### config.mk
export PLATFORM = sky130hd
export DESIGN_NAME = spi_flash_cmd_master
export DESIGN_NICKNAME = d
export VERILOG_FILES = /design/src/rtl/spi_flash_cmd_master.sv
export SDC_FILE = /design/constraint.sdc
export NUM_CORES = 1
export LEC_CHECK = 0
export ABC_AREA = 1
export ABC_CLOCK_PERIOD_IN_PS = 1600
export BUFFER_PORTS_ARGS = -buffer_cell sky130_fd_sc_hd__buf_2
export CAP_MARGIN = 20
export CORE_MARGIN = 2
export CORE_UTILIZATION = 46
export DETAILED_ROUTE_END_ITERATION = 8
export PLACE_DENSITY = 0.76
export SKIP_CTS_REPAIR_TIMING = 1
export SKIP_LAST_GASP = 1
export SLEW_MARGIN = 40
export SYNTH_ARGS = -nofsm -noshare
export SYNTH_HDL_FRONTEND = slang
export SYNTH_SLANG_ARGS = --single-unit
### constraint.sdc
create_clock -name clk -period 1.6 [get_ports clk]
set_clock_uncertainty 0.15 [all_clocks]
set_input_delay 0.16 -clock clk [delete_from_list [all_inputs] [get_ports clk]]
set_output_delay 0.16 -clock clk [all_outputs]
set_load 0.02 [all_outputs]
### src/rtl/spi_flash_cmd_master.sv
// Single-lane mode-0 SPI master: one flash transaction per command
// (opcode, optional 24-bit address, then N response bytes).
// Ports: clk/reset (sync, active-high); io_cmd_* command stream in;
// io_rsp_* response byte stream out; io_busy status; io_spi_* flash pins.
// Macro SPI_FLASH_ADDR_EN: when defined, the address phase is built and
// io_cmd_has_addr is honoured; otherwise io_cmd_has_addr/io_cmd_addr are ignored.
module spi_flash_cmd_master #(
  parameter int CLK_DIV = 2,
  parameter int LEN_W   = 4
) (
  input  logic             clk,
  input  logic             reset,
  input  logic             io_cmd_valid,
  output logic             io_cmd_ready,
  input  logic [7:0]       io_cmd_opcode,
  input  logic             io_cmd_has_addr,
  input  logic [23:0]      io_cmd_addr,
  input  logic [LEN_W-1:0] io_cmd_rsp_len,
  output logic             io_rsp_valid,
  input  logic             io_rsp_ready,
  output logic [7:0]       io_rsp_data,
  output logic             io_busy,
  output logic             io_spi_sclk,
  output logic             io_spi_mosi,
  input  logic             io_spi_miso,
  output logic             io_spi_ss
);

  localparam int DIV_W = (CLK_DIV > 1) ? $clog2(CLK_DIV) : 1;
  localparam logic [DIV_W-1:0] DIV_MAX = DIV_W'(CLK_DIV - 1);

  // opcode[7] goes straight to mosi on accept, so the shifter holds the rest
`ifdef SPI_FLASH_ADDR_EN
  localparam int TX_W = 31;
`else
  localparam int TX_W = 7;
`endif

  typedef enum logic [2:0] {
    S_IDLE, S_SETUP, S_CMD, S_ADR, S_RSP, S_HOLD, S_GAP
  } state_t;

  state_t           state_q, state_d;
  logic [DIV_W-1:0] div_q, div_d;
  logic [4:0]       bit_q, bit_d;
  logic [TX_W-1:0]  tx_q, tx_d;
  logic [6:0]       rx_q, rx_d;
  logic [LEN_W-1:0] rem_q, rem_d;
  logic             ss_q, ss_d;
  logic             sclk_q, sclk_d;
  logic             mosi_q, mosi_d;
  logic             rsp_valid_q, rsp_valid_d;
  logic [7:0]       rsp_data_q, rsp_data_d;

  logic   accept, stall, tick, shifting, fall;
  state_t rsp_or_hold, after_cmd;

`ifdef SPI_FLASH_ADDR_EN
  logic has_addr_q, has_addr_d;
`else
  logic unused_addr;
  assign unused_addr = ^{io_cmd_has_addr, io_cmd_addr};
`endif

  assign accept   = (state_q == S_IDLE) && io_cmd_valid && !rsp_valid_q;
  // next byte may not start while the previous one is still unconsumed
  assign stall    = (state_q == S_RSP) && (bit_q == 5'd0) && !sclk_q &&
                    rsp_valid_q && !io_rsp_ready;
  assign tick     = (div_q == DIV_MAX) && !stall;
  assign shifting = (state_q == S_CMD) || (state_q == S_ADR) ||
                    (state_q == S_RSP);
  assign fall     = tick && sclk_q && shifting;

  assign rsp_or_hold = (rem_q != '0) ? S_RSP : S_HOLD;
`ifdef SPI_FLASH_ADDR_EN
  assign after_cmd = has_addr_q ? S_ADR : rsp_or_hold;
`else
  assign after_cmd = rsp_or_hold;
`endif

  always_ff @(posedge clk) begin
    if (reset) begin
      state_q     <= S_IDLE;
      div_q       <= '0;
      bit_q       <= '0;
      tx_q        <= '0;
      rx_q        <= '0;
      rem_q       <= '0;
      ss_q        <= 1'b1;
      sclk_q      <= 1'b0;
      mosi_q      <= 1'b0;
      rsp_valid_q <= 1'b0;
      rsp_data_q  <= '0;
`ifdef SPI_FLASH_ADDR_EN
      has_addr_q  <= 1'b0;
`endif
    end else begin
      state_q     <= state_d;
      div_q       <= div_d;
      bit_q       <= bit_d;
      tx_q        <= tx_d;
      rx_q        <= rx_d;
      rem_q       <= rem_d;
      ss_q        <= ss_d;
      sclk_q      <= sclk_d;
      mosi_q      <= mosi_d;
      rsp_valid_q <= rsp_valid_d;
      rsp_data_q  <= rsp_data_d;
`ifdef SPI_FLASH_ADDR_EN
      has_addr_q  <= has_addr_d;
`endif
    end
  end

  always_comb begin
    state_d = state_q;
    unique case (state_q)
      S_IDLE:  if (accept) state_d = S_SETUP;
      S_SETUP: if (tick) state_d = S_CMD;
      S_CMD:   if (fall && bit_q == 5'd7) state_d = after_cmd;
`ifdef SPI_FLASH_ADDR_EN
      S_ADR:   if (fall && bit_q == 5'd23) state_d = rsp_or_hold;
`endif
      S_RSP:   if (fall && bit_q == 5'd7 && rem_q == LEN_W'(1))
                 state_d = S_HOLD;
      S_HOLD:  if (tick) state_d = S_GAP;
      S_GAP:   if (tick) state_d = S_IDLE;
      default: state_d = S_IDLE;
    endcase
  end

  always_comb begin
    div_d       = div_q;
    bit_d       = bit_q;
    tx_d        = tx_q;
    rx_d        = rx_q;
    rem_d       = rem_q;
    ss_d        = ss_q;
    sclk_d      = sclk_q;
    mosi_d      = mosi_q;
    rsp_valid_d = rsp_valid_q;
    rsp_data_d  = rsp_data_q;
`ifdef SPI_FLASH_ADDR_EN
    has_addr_d  = has_addr_q;
`endif

    if (state_q == S_IDLE || tick) div_d = '0;
    else if (!stall)               div_d = div_q + 1'b1;

    if (rsp_valid_q && io_rsp_ready) rsp_valid_d = 1'b0;

    if (accept) begin
      ss_d   = 1'b0;
      mosi_d = io_cmd_opcode[7];
      bit_d  = '0;
      rem_d  = io_cmd_rsp_len;
`ifdef SPI_FLASH_ADDR_EN
      tx_d       = {io_cmd_opcode[6:0], io_cmd_addr};
      has_addr_d = io_cmd_has_addr;
`else
      tx_d       = io_cmd_opcode[6:0];
`endif
    end

    if (tick && shifting) sclk_d = ~sclk_q;

    if (fall) begin
      bit_d = bit_q + 5'd1;
      tx_d  = {tx_q[TX_W-2:0], 1'b0};
      // mosi carries data only while the next half-bit is still CMD/ADR
      mosi_d = ((state_d == S_CMD) || (state_d == S_ADR)) ?
               tx_q[TX_W-1] : 1'b0;
      if (state_d != state_q) bit_d = '0;
      if (state_q == S_RSP) begin
        rx_d = {rx_q[5:0], io_spi_miso};
        if (bit_q == 5'd7) begin
          rsp_data_d  = {rx_q, io_spi_miso};
          rsp_valid_d = 1'b1;
          rem_d       = rem_q - 1'b1;
          bit_d       = '0;
        end
      end
    end

    if (state_q == S_HOLD && tick) ss_d = 1'b1;
  end

  assign io_cmd_ready = (state_q == S_IDLE) && !rsp_valid_q;
  assign io_busy      = (state_q != S_IDLE);
  assign io_rsp_valid = rsp_valid_q;
  assign io_rsp_data  = rsp_data_q;
  assign io_spi_sclk  = sclk_q;
  assign io_spi_mosi  = mosi_q;
  assign io_spi_ss    = ss_q;

endmodule

== Word level (Yosys, flattened, before mapping) ==
Index checks and enable logic that the tools add are counted.
W data, S select, Z words.

* Register bits after elaboration: 39
* Latch bits: 0
* Memory bits (writable): 0
* Bits in read-only memories: 0
* Input port bits: 42
* Output and inout port bits: 14
* Logic and storage cells: 86
* Memories: 0

* Add/sub/neg operators: 3
* Multipliers: 0
* Div/mod/pow operators: 0
* Magnitude comparators: 0
* Equality and inequality tests: 11
* Shift-type cells: 0
* Multiplexer cells: 26
* Bitwise operators: 1
* Reductions and logical operators: 33

{| class="wikitable"
|+ Operators by type and width
! kind !! count
|-
| $mux W5 || 5
|-
| $mux W3 || 6
|-
| $pmux W3 S6 || 1
|-
| $mux W4 || 4
|-
| $logic_and A1 B1 Y1 || 15
|-
| $mux W7 || 2
|-
| $eq A3 B2 Y1 const B || 4
|-
| $eq A3 B3 Y1 const B || 3
|-
| $mux W1 || 8
|-
| $reduce_or A2 Y1 || 3
|-
| $add A5 B1 Y5 const B || 1
|-
| $eq A5 B3 Y1 const B || 1
|-
| $logic_not A5 Y1 || 1
|-
| $eq A4 B1 Y1 const B || 1
|-
| $logic_not A1 Y1 || 4
|-
| $logic_or A1 B1 Y1 || 4
|-
| $reduce_bool A4 Y1 || 1
|-
| $sub A4 B1 Y4 const B || 1
|-
| $eq A3 B1 Y1 const B || 1
|-
| $logic_not A3 Y1 || 1
|-
| $ne A3 B3 Y1 || 1
|-
| $reduce_and A3 Y1 || 1
|-
| $reduce_bool A3 Y1 || 1
|-
| $reduce_and A2 Y1 || 1
|-
| 3 further kinds || 3
|}

== Longest topological paths before layout ==
Gate-level depths: netlist of the first run.

* Depth after elaboration: 18
* Mapped depth: 11

== Worst setup path after synthesis of the first run ==
Ideal clock, no wire load.

* Path kind: register to register
* Start: reg state_q[0]
* End: reg tx_q[5]
* Setup time: 133 ps
* Arrival: 1341 ps
* Slack: -23 ps
* Cell stages (with the launch flop): 10
* Buffers on the path: 1
* Clock period less this slack: 1623 ps
* Cell sequence: dfxtp_1 > nor2_2 > nand2_1 > nor2_4 > nand2_4 > nand2_1 > inv_1 > buf_4 > nand2_1 > a31oi_1

* Word-level cells in the longest chain between the ends: 10

{| class="wikitable"
|+ RTL lines
! what !! RTL line !! source
|-
| start, declared || 43 || <nowiki>state_t state_q, state_d;</nowiki>
|-
| start signal, assigned || 98 || <nowiki>state_q <= state_d;</nowiki>
|-
| $eq A3 B3 Y1 || 67, 71 ||
|-
| $logic_and A1 B1 Y1 (3 in a row) || 67 || <nowiki>assign stall = (state_q == S_RSP) && (bit_q == 5'd0) && !sclk_q &&</nowiki>
|-
| $logic_and A1 B1 Y1 || 68 || <nowiki>rsp_valid_q && !io_rsp_ready;</nowiki>
|-
| $logic_not A1 Y1 || -- ||
|-
| $logic_and A1 B1 Y1 || 69 || <nowiki>assign tick = (div_q == DIV_MAX) && !stall;</nowiki>
|-
| $logic_and A1 B1 Y1 (2 in a row) || 72 || <nowiki>assign fall = tick && sclk_q && shifting;</nowiki>
|-
| $mux W7 or $reduce_bool A2 Y1 (tied branches) || -- ||
|-
| end signal, assigned || 101 || <nowiki>tx_q <= tx_d;</nowiki>
|-
| end, declared || 46 || <nowiki>logic [TX_W-1:0] tx_q, tx_d;</nowiki>
|}

Several ways; a longest one is shown, not always the timed one.
A chain may end at the register's enable or synchronous reset.

== Worst setup path after layout of the first run ==
* Start: reg bit_q[1]
* End: reg bit_q[4]

* Word-level cells in the longest chain between the ends: 18

{| class="wikitable"
|+ RTL lines
! what !! RTL line !! source
|-
| start, declared || 45 || <nowiki>logic [4:0] bit_q, bit_d;</nowiki>
|-
| start signal, assigned || 100 || <nowiki>bit_q <= bit_d;</nowiki>
|-
| $logic_not A5 Y1 || 67 ||
|-
| $logic_and A1 B1 Y1 (3 in a row) || 67 ||
|-
| $logic_and A1 B1 Y1 || 68 ||
|-
| $logic_not A1 Y1 || -- ||
|-
| $logic_and A1 B1 Y1 || 69 ||
|-
| $logic_and A1 B1 Y1 (2 in a row) || 72 ||
|-
| $logic_and A1 B1 Y1 || 120, 124 ||
|-
| $logic_and A1 B1 Y1 || 124 || <nowiki>S_RSP: if (fall && bit_q == 5'd7 && rem_q == LEN_W'(1))</nowiki>
|-
| $mux W3 || 124 ||
|-
| $pmux W3 S6 || 117 || <nowiki>unique case (state_q)</nowiki>
|-
| $ne A3 B3 Y1 || 173 || <nowiki>if (state_d != state_q) bit_d = '0;</nowiki>
|-
| $mux W5 || 173 ||
|-
| $mux W5 || 176 || <nowiki>if (bit_q == 5'd7) begin</nowiki>
|-
| $mux W5 || 174 || <nowiki>if (state_q == S_RSP) begin</nowiki>
|-
| $mux W5 || 167 || <nowiki>if (fall) begin</nowiki>
|}

Several ways; a longest one is shown, not always the timed one.

==> results of run 1 <==
==> per-stage QoR <==
step	setup WS, ns	hold slack [ns]	util (%)
CTS	-0.0466	-0.0370	56.5
detailed placement	0.00417	0.273	54.7
global route	-0.0870	0.00876	60.6
global placement	0.0164	0.265	54.7
finish	0.00800	-0.0119	60.6
floorplan	0.0215	0.145	-
==> synthesized netlist by cell type (3+ instances only) <==
library cell                n
sky130_fd_sc_hd__a21oi_1   26
sky130_fd_sc_hd__a31oi_1    8
sky130_fd_sc_hd__buf_6      4
sky130_fd_sc_hd__clkbuf_1   4
sky130_fd_sc_hd__dfxtp_1   39
sky130_fd_sc_hd__ha_1       5
sky130_fd_sc_hd__inv_1     30
sky130_fd_sc_hd__nand2_1   50
sky130_fd_sc_hd__nand2_2    6
sky130_fd_sc_hd__nand3_1   20
sky130_fd_sc_hd__nand4_1    3
sky130_fd_sc_hd__nor2_1    15
sky130_fd_sc_hd__nor2_4     4
sky130_fd_sc_hd__o211ai_1   3
sky130_fd_sc_hd__o21ai_0   20
==> worst max-delay path, delay by kind of cell (launching register included) <==
family,cells,cell delay (ns)
compound gates,1,0.07
simple gates,8,0.75
flops,1,0.36
fa+ha+maj,1,0.15
==> report_power, final <==
part           switching, mW  leakage [nW]  internal [mW]
logic                  0.154         0.683          0.104
registers             0.0178         0.318           1.00
clock network          0.315        0.0371          0.290
total                  0.486          1.04           1.40
==> sequential cells by signal, indices dropped and copies added (netlist names) <==
| signal | flops |
|---|---|
| tx_q | 7 |
| io_spi_ss | 1 |
| io_spi_mosi | 1 |
| bit_q | 5 |
| state_q | 3 |
| io_rsp_data | 8 |
| rem_q | 4 |
| io_spi_sclk | 1 |
| rx_q | 7 |
| io_rsp_valid | 1 |
| div_q | 1 |
==> routing by layer <==
layer  up-vias  GRT usage (%)
met1       845           22.8
met4         0           8.16
met5         -              0
met3         7           6.17
met2        38           32.1
li1        932              -
==> path summary, 6_finish.rpt <==
path              slack, ns        endpoint               from  depth (start not counted)
setup / recovery      0.008        bit_q[4]           bit_q[1]                         10
hold / removal        -0.01        rem_q[3]  io_cmd_rsp_len[3]                          3
setup reg to reg      0.008        bit_q[4]           bit_q[1]                         10
hold reg to reg        0.32  io_rsp_data[7]            rx_q[6]                          2
==> final cells by class <==
| cell class | count | area (um^2) |
|---|---|---|
| flip-flops and latches | 39 | 785 |
| fillers | 356 | 1550 |
| repair buffers | 55 | 353 |
| multi-input cells | 171 | 991 |
| well taps | 50 | 62.6 |
| inverters | 32 | 125 |
| clock buffers | 6 | 72.6 |
==> logic make-up (layout without fill, tap and decap cells) <==
group | count (synthesis) | count (layout) | synth area share, %
DFF | 39 | 39 | 41.9
xor gates and xnor gates | 3 | 3 | 1.41
buffers and inverters | 42 | 93 | 10.3
adders and majority gates | 5 | 5 | 3.36
AOI/OAI and AO/OA | 58 | 58 | 16.5
and+or+nand+nor | 105 | 105 | 26.5
==> metrics.json, run 1 <==
{
  "routing": {
    "ant_nets": 0,
    "drcViolationCount": 0,
    "route.met2.wl_um": 2110,
    "drt_iter0_drc": 95,
    "routed_via_density": 5.16,
    "routedWlPerCell_um": 11.9,
    "route.top_layer_used": "met4",
    "num_vias": 1822,
    "routed_length_on_met1_um": 1840,
    "wirelength_um": 4210,
    "drt_first_pass_iters": 4,
    "detailroute.wirelength.met3_um": 181
  },
  "power": {
    "p_per_area_nw_per_um2": 788,
    "worst_ir_drop_vdd_uv": 462,
    "static_leak_nw": 1.04,
    "finalPower_mw": 1.88
  },
  "clocking": {
    "root_buffer": "sky130_fd_sc_hd__clkbuf_8",
    "path_clk_slew_ns": 0.07,
    "tritoncts_num_sinks": 39,
    "cts_buffer_depth": 2,
    "clkLatencyLatePin_ns": 0.30,
    "tritoncts": "built",
    "cts_buffers": 5,
    "cts_max_level": 2
  },
  "finish": {
    "layout_common_cells": "sky130_fd_sc_hd__nand2_1 (45), sky130_fd_sc_hd__dfxtp_1 (36), sky130_fd_sc_hd__buf_2 (30)",
    "layout.cells.non_filler": 353,
    "num-nets-final": 351,
    "final_area_um2": 2390,
    "diodes": 0,
    "layout-area-overhead-vs-synth_pct": 28.2,
    "final_layout_size_suffix_gt1_share_pct": 33.3,
    "mostFrequentLayoutCell": "sky130_fd_sc_hd__nand2_1"
  },
  "logic_synthesis": {
    "syn_area_per_cell_um2": 7.39,
    "synth_edf_count": 0,
    "synth_nets": 299,
    "area_contributors_post_synth": "sky130_fd_sc_hd__dfxtp_1 (42%), sky130_fd_sc_hd__nand2_1 (10%), sky130_fd_sc_hd__a21oi_1 (7.0%)",
    "area_share_of_the_largest_cell_type_after_synthesis_pct": 41.9,
    "netlist.top_cell.by_area": "sky130_fd_sc_hd__dfxtp_1",
    "yosysWarnings": 0,
    "synthDistinctLibCells": 26,
    "ys_seq_area_share_pct": 41.9,
    "netlist_area_um2": 1860,
    "syn_inst": 252,
    "ys.flop_type": "sky130_fd_sc_hd__dfxtp_1",
    "ys_async_sr_fraction_pct": 0,
    "synth-seq-cells": 39
  },
  "hold_path": {
    "min-delay-path-class": "in -> reg"
  },
  "worst_setup_path": {
    "cp_cell_sequence": "ha_4 > nand2_4 > nor2_4 > nand2_2 > nor2_4 > nand2_2 > nand2_2 > nor2_4 > nand3_1 > a21oi_1",
    "worst_setup_path_start_kind": "register",
    "slowest_delay_ns": 0.36,
    "cp_max_fo": 6,
    "worst_path_max_delay_cell": "sky130_fd_sc_hd__dfxtp_2",
    "worst_ep_arrival_time_ns": 1.62,
    "worstSetupEndpointType": "register",
    "worst_ep_required_time_ns": 1.63,
    "path_class": "reg -> reg"
  },
  "floorplanning": {
    "site_rows": 23,
    "die_height_um": 67.6,
    "ios": 56,
    "start_util_pct": 47.3,
    "die-area_um2": 4580,
    "die-width_um": 67.6,
    "area_of_the_placeable_core_um2": 3940
  },
  "grt": {
    "pin_count_of_the_biggest_net_entering_global_routing": 22,
    "grt_pass1_wl_um": 6530,
    "first_global_vias": 1535,
    "grt_usage_pct": 19.3,
    "grt_antenna_before_repair": 0,
    "overflow_left_after_global_routing": 0
  },
  "placement": {
    "dp_hpwl_um": 2980,
    "globalplace.congestion": 0.837,
    "placed_area_um2": 2160,
    "port_buffers": 30,
    "post-place-cells": 342
  },
  "sta": {
    "worst_hold_check_slack_ns": -0.0119,
    "max_slew.worst_pin.slew_ns": 0.260,
    "hold_violations": 1,
    "slew_headroom_pct": 82.6,
    "final_setup_viols": 0,
    "timing_max_transition_violations_final": 0,
    "achievable-frequency_ghz": 0.628,
    "fin_tns_setup_ns": 0,
    "setup_repair_after_global_routing_missed_its_margin": "yes",
    "timing.final.crit_period_ns": 1.59,
    "final_min_period_over_clock_period_pct": 99.5
  },
  "outcome": {
    "violations": "hold timing",
    "run_status": "complete, but fails checks"
  },
  "job": {
    "max_cap_violations": 0
  }
}
(Power assumes the default switching activity.)
==> inputs of run 2 (changes only) <==
ABC_CLOCK_PERIOD_IN_PS = default   (was 1600)
CORE_UTILIZATION = 51   (was 46)
PLACE_DENSITY = 0.8   (was 0.76)
clock period = 1.64 ns   (was 1.6 ns; I/O delays follow)
==> run 2 against run 1 <==
  * The flow still finishes with violations (hold timing)
  * First-iteration DRC count rose by 28%
  * Power rose by 2.3%
  * Clock-buffer cell count fell by 1
  * Sequential cell count did not move
  * Routed wire length rose by 3.8%
  * Maximum frequency fell by 0.37%
  * Final cell count fell by 0.57%
  * Via count fell by 2.5%
  * Core utilization rose by 9.7 points
  * Global-route usage rose by 1.5 points
  * Design area rose by 0.52%
  * Critical path type unchanged
==> metrics.json, run 2 (synthesis results as in run 1) <==
{
  "floorplanning": {
    "ios": 56,
    "die_height_um": 64.4,
    "die-area_um2": 4150,
    "area_of_the_placeable_core_um2": 3420,
    "site_rows": 21,
    "start_util_pct": 54.5,
    "die-width_um": 64.4
  },
  "power": {
    "worst_ir_drop_vdd_uv": 551,
    "finalPower_mw": 1.93,
    "static_leak_nw": 1.06,
    "p_per_area_nw_per_um2": 802
  },
  "worst_setup_path": {
    "worstSetupEndpointType": "register",
    "worst_ep_required_time_ns": 1.74,
    "cp_max_fo": 6,
    "worst_setup_path_start_kind": "register",
    "critical_path.reg2reg.startpoint": "bit_q[0]",
    "setup.reg_to_reg.worst_slack_ns": 0.04,
    "worst_ep_arrival_time_ns": 1.70,
    "path_class": "reg -> reg",
    "crit_start": "bit_q[0]"
  },
  "sta": {
    "slew_headroom_pct": 74.5,
    "setup_repair_after_global_routing_missed_its_margin": "yes",
    "timing.final.crit_period_ns": 1.60,
    "max_slew.worst_pin.slew_ns": 0.381,
    "achievable-frequency_ghz": 0.626,
    "worst_hold_check_slack_ns": -0.0306,
    "final_min_period_over_clock_period_pct": 97.4,
    "hold_violations": 3,
    "timing_max_transition_violations_final": 0,
    "final_setup_viols": 0
  },
  "routing": {
    "wirelength_um": 4370,
    "drt_first_pass_iters": 4,
    "drt_iter0_drc": 122,
    "drcViolationCount": 0,
    "routed_via_density": 5.06,
    "num_vias": 1777,
    "routedWlPerCell_um": 12.4,
    "ant_nets": 0
  },
  "clocking": {
    "cts_buffer_depth": 2,
    "tritoncts": "built",
    "cts_buffers": 5,
    "root_buffer": "sky130_fd_sc_hd__clkbuf_4",
    "cts_max_level": 2,
    "tritoncts_num_sinks": 39,
    "path_clk_slew_ns": 0.13,
    "clkLatencyLatePin_ns": 0.37
  },
  "finish": {
    "postLayoutCoreUtil_pct": 70.3,
    "num-nets-final": 351,
    "mostFrequentLayoutCell": "sky130_fd_sc_hd__nand2_1",
    "flip_flop_count_of_the_largest_register_after_layout": 8,
    "layout-area-overhead-vs-synth_pct": 28.9,
    "final_layout_size_suffix_gt1_share_pct": 29.5,
    "diodes": 0,
    "layout_common_cells": "sky130_fd_sc_hd__nand2_1 (48), sky130_fd_sc_hd__dfxtp_1 (32), sky130_fd_sc_hd__buf_2 (30)"
  },
  "job": {
    "max_cap_violations": 0
  },
  "grt": {
    "overflow_left_after_global_routing": 0,
    "grt_usage_pct": 20.8,
    "grt_pass1_wl_um": 6770,
    "grt_antenna_before_repair": 0,
    "first_global_vias": 1617,
    "pin_count_of_the_biggest_net_entering_global_routing": 22
  },
  "hold_path": {
    "min-delay-path-class": "in -> reg",
    "worstHoldStart": "io_cmd_opcode[7]"
  },
  "placement": {
    "port_buffers": 30,
    "dp_hpwl_um": 2780,
    "globalplace.congestion": 0.905
  },
  "outcome": {
    "run_status": "complete, but fails checks",
    "violations": "hold timing"
  }
}
## run 2: changes by cell type in the layout (fill, tap and decap cells not counted), sizes merged
cell and delta:
buf -7, clkinv +2, bufinv +1, clkbuf -1, dlygate4sd3 +7
## run 2: worst max-delay path: stages (launching register included)
cell,delay (ns)
sky130_fd_sc_hd__dfxtp_2,0.37
sky130_fd_sc_hd__ha_4,0.15
sky130_fd_sc_hd__nand2_4,0.07
sky130_fd_sc_hd__nor2_4,0.12
sky130_fd_sc_hd__nand2_2,0.08
sky130_fd_sc_hd__nor2_4,0.20
sky130_fd_sc_hd__nand2_2,0.07
sky130_fd_sc_hd__nand2_2,0.08
sky130_fd_sc_hd__nor2_4,0.06
sky130_fd_sc_hd__nand3_1,0.08
sky130_fd_sc_hd__a21oi_1,0.06
## run 2: power by group
part	internal (mW)	switching, mW
clock network	0.321	0.344
logic	0.110	0.152
registers	0.977	0.0219
total	1.41	0.518
## run 2: through the flow
step | std cells | area, um^2 | TNS (ns) | hold WS, ns | setup WS [ns]
after floorplan | 252 | 1860 | 0 | 0.149 | 0.0165
after global placement | 331 | 2110 | 0 | 0.262 | 0.0502
after detailed placement | 331 | 2110 | 0 | 0.260 | 0.0335
after CTS | 339 | 2190 | 0 | -0.117 | 0.00746
after global routing | 351 | 2400 | -0.609 | 0.0134 | -0.0852
final | 351 | 2400 | 0 | -0.0306 | 0.0420
## run 2: cell type report
class	count	area, um^2
sequential	39	792
clock buffer	5	37.5
multi-input combinational	171	966
inverter	32	125
timing repair buffer	55	379
clock inverter	3	43.8
fill	287	1010
tap	46	57.6
## run 2: worst paths after layout
kind,end,cells after the start
setup / recovery,bit_q[0],10
hold / removal,io_spi_mosi,3
setup reg to reg,bit_q[0],10
hold reg to reg,io_rsp_data[7],2
## run 2: routing by layer
layer | wire [um] | GRT usage, % | vias to the layer above
li1 | - | - | 926
met1 | 1930 | 25.5 | 807
met2 | 2170 | 34.8 | 35
met3 | 169 | 4.17 | 9
met4 | 105 | 10.6 | 0
met5 | 0 | 0 | -
==> inputs of run 3 (changes only) <==
BUFFER_PORTS_ARGS = -buffer_cell sky130_fd_sc_hd__buf_4   (was -buffer_cell sky130_fd_sc_hd__buf_2)
CTS_CLUSTER_SIZE = 28   (was default)
==> run 3 against run 2 <==
  * Routed wire length is 4.6% lower
  * Clock power is 22% higher
  * Critical path depth stayed put
  * Die area stayed put
  * Highest routed layer unchanged
  * Sequential power hardly changed
  * Final cell count is 0.85% higher
  * Via count is 0.17% higher
  * Global-route usage is 0.26 points lower
  * Worst setup slack worse by 0.011 ns
  * Largest power group unchanged
  * The flow still finishes with violations (hold timing)
==> metrics.json, run 3 (synthesis results as in run 1) <==
{
  "floorplanning": {
    "area_of_the_placeable_core_um2": 3420,
    "die-width_um": 64.4,
    "die_height_um": 64.4,
    "site_rows": 21,
    "die-area_um2": 4150,
    "ios": 56,
    "start_util_pct": 54.5
  },
  "worst_setup_path": {
    "worst_ep_arrival_time_ns": 1.71,
    "cp_max_fo": 6,
    "worst_ep_required_time_ns": 1.74,
    "path_class": "reg -> reg",
    "worst_setup_path_start_kind": "register",
    "worstSetupEndpointType": "register"
  },
  "sta": {
    "timing.final.crit_period_ns": 1.61,
    "final_setup_viols": 0,
    "timing_max_transition_violations_final": 0,
    "max_slew.worst_pin.slew_ns": 0.371,
    "achievable-frequency_ghz": 0.622,
    "postLayoutSetupSlackWorst_ns": 0.0311,
    "setup_repair_after_global_routing_missed_its_margin": "yes",
    "worst_hold_check_slack_ns": -0.00780,
    "final_min_period_over_clock_period_pct": 98.1,
    "hold_violations": 1,
    "slew_headroom_pct": 75.2,
    "fin_tns_setup_ns": 0
  },
  "clocking": {
    "cts_buffer_depth": 2,
    "clkLatencyLatePin_ns": 0.35,
    "cts_buffers": 5,
    "tritoncts_num_sinks": 39,
    "root_buffer": "sky130_fd_sc_hd__clkbuf_4",
    "path_clk_slew_ns": 0.13,
    "cts_max_level": 2,
    "tritoncts": "built"
  },
  "routing": {
    "ant_nets": 0,
    "num_vias": 1780,
    "routedWlPerCell_um": 11.8,
    "drcViolationCount": 0,
    "wirelength_um": 4170,
    "routed_via_density": 5.03,
    "drt_iter0_drc": 156,
    "drt_first_pass_iters": 4
  },
  "grt": {
    "pin_count_of_the_biggest_net_entering_global_routing": 18,
    "overflow_left_after_global_routing": 0,
    "grt_antenna_before_repair": 0,
    "first_global_vias": 1617,
    "grt_pass1_wl_um": 6750,
    "grt_usage_pct": 20.6
  },
  "finish": {
    "fillers": 278,
    "mostFrequentLayoutCell": "sky130_fd_sc_hd__nand2_1",
    "postLayoutCoreUtil_pct": 72.3,
    "layout-area-overhead-vs-synth_pct": 32.5,
    "flip_flop_count_of_the_largest_register_after_layout": 8,
    "num-nets-final": 354,
    "diodes": 0,
    "final_layout_size_suffix_gt1_share_pct": 26.0,
    "layout.cells.non_filler": 354,
    "layout_common_cells": "sky130_fd_sc_hd__nand2_1 (48), sky130_fd_sc_hd__buf_4 (45), sky130_fd_sc_hd__dfxtp_1 (36)"
  },
  "outcome": {
    "run_status": "complete, but fails checks",
    "violations": "hold timing"
  },
  "placement": {
    "place_worst_setup_slack_ns": 0.0566,
    "post-place-cells": 333,
    "port_buffers": 30,
    "globalplace.congestion": 0.862,
    "dp_hpwl_um": 2730
  },
  "hold_path": {
    "min-delay-path-class": "in -> reg"
  },
  "power": {
    "p_per_area_nw_per_um2": 845,
    "worst_ir_drop_vdd_uv": 671,
    "static_leak_nw": 1.08
  },
  "job": {
    "max_cap_violations": 0
  }
}
-- run 3: final timing paths --
check | startpoint | endpoint | slack, ns | cells after the start
max | bit_q[1] | bit_q[4] | 0.03 | 10
min | io_cmd_rsp_len[1] | rem_q[1] | -0.008 | 5
max reg2reg | bit_q[1] | bit_q[4] | 0.03 | 10
min reg2reg | tx_q[0] | tx_q[0] | 0.32 | 2
-- run 3: through the flow --
step           instance area, um^2  total power [mW]
3_5_place_dp                  2190              1.26
4_1_cts                       2290              2.07
2_1_floorplan                 1860              1.17
5_1_grt                       2470              2.18
3_3_place_gp                  2190              1.26
6_report                      2470              2.09
-- run 3: where the power goes --
part	internal, mW	switching [mW]	total [mW]
registers	0.977	0.0191	0.996
logic	0.127	0.149	0.276
clock network	0.474	0.339	0.813
total	1.58	0.508	2.09
-- run 3: critical path: stages, from the launching register on --
cell and delay, ns:
sky130_fd_sc_hd__dfxtp_2 0.38, sky130_fd_sc_hd__ha_4 0.15, sky130_fd_sc_hd__nand2_4 0.07, sky130_fd_sc_hd__nor2_4 0.12, sky130_fd_sc_hd__nand2_2 0.08, sky130_fd_sc_hd__nor2_4 0.20
sky130_fd_sc_hd__nand2_2 0.07, sky130_fd_sc_hd__nand2_2 0.08, sky130_fd_sc_hd__nor2_4 0.06, sky130_fd_sc_hd__nand3_1 0.08, sky130_fd_sc_hd__a21oi_1 0.06
-- run 3: area by class of cell --
class / count / area [um^2] / area share, %
Clock buffer: 5 / 37.5 / 1.52
Sequential cell: 39 / 785 / 31.8
Timing Repair Buffer: 58 / 470 / 19.1
Multi-Input combinational cell: 171 / 926 / 37.5
Clock inverter: 3 / 67.6 / 2.74
Inverter: 32 / 125 / 5.07
Tap cell: 46 / 57.6 / 2.33
-- run 3: layer usage --
metal | routed length (um) | global-route usage (%) | vias to the layer above
met2 | 1960 | 33.5 | 40
met3 | 218 | 6.42 | 9
li1 | - | - | 932
met1 | 1910 | 25.9 | 799
met5 | 0 | 0 | -
met4 | 70 | 6.91 | 0
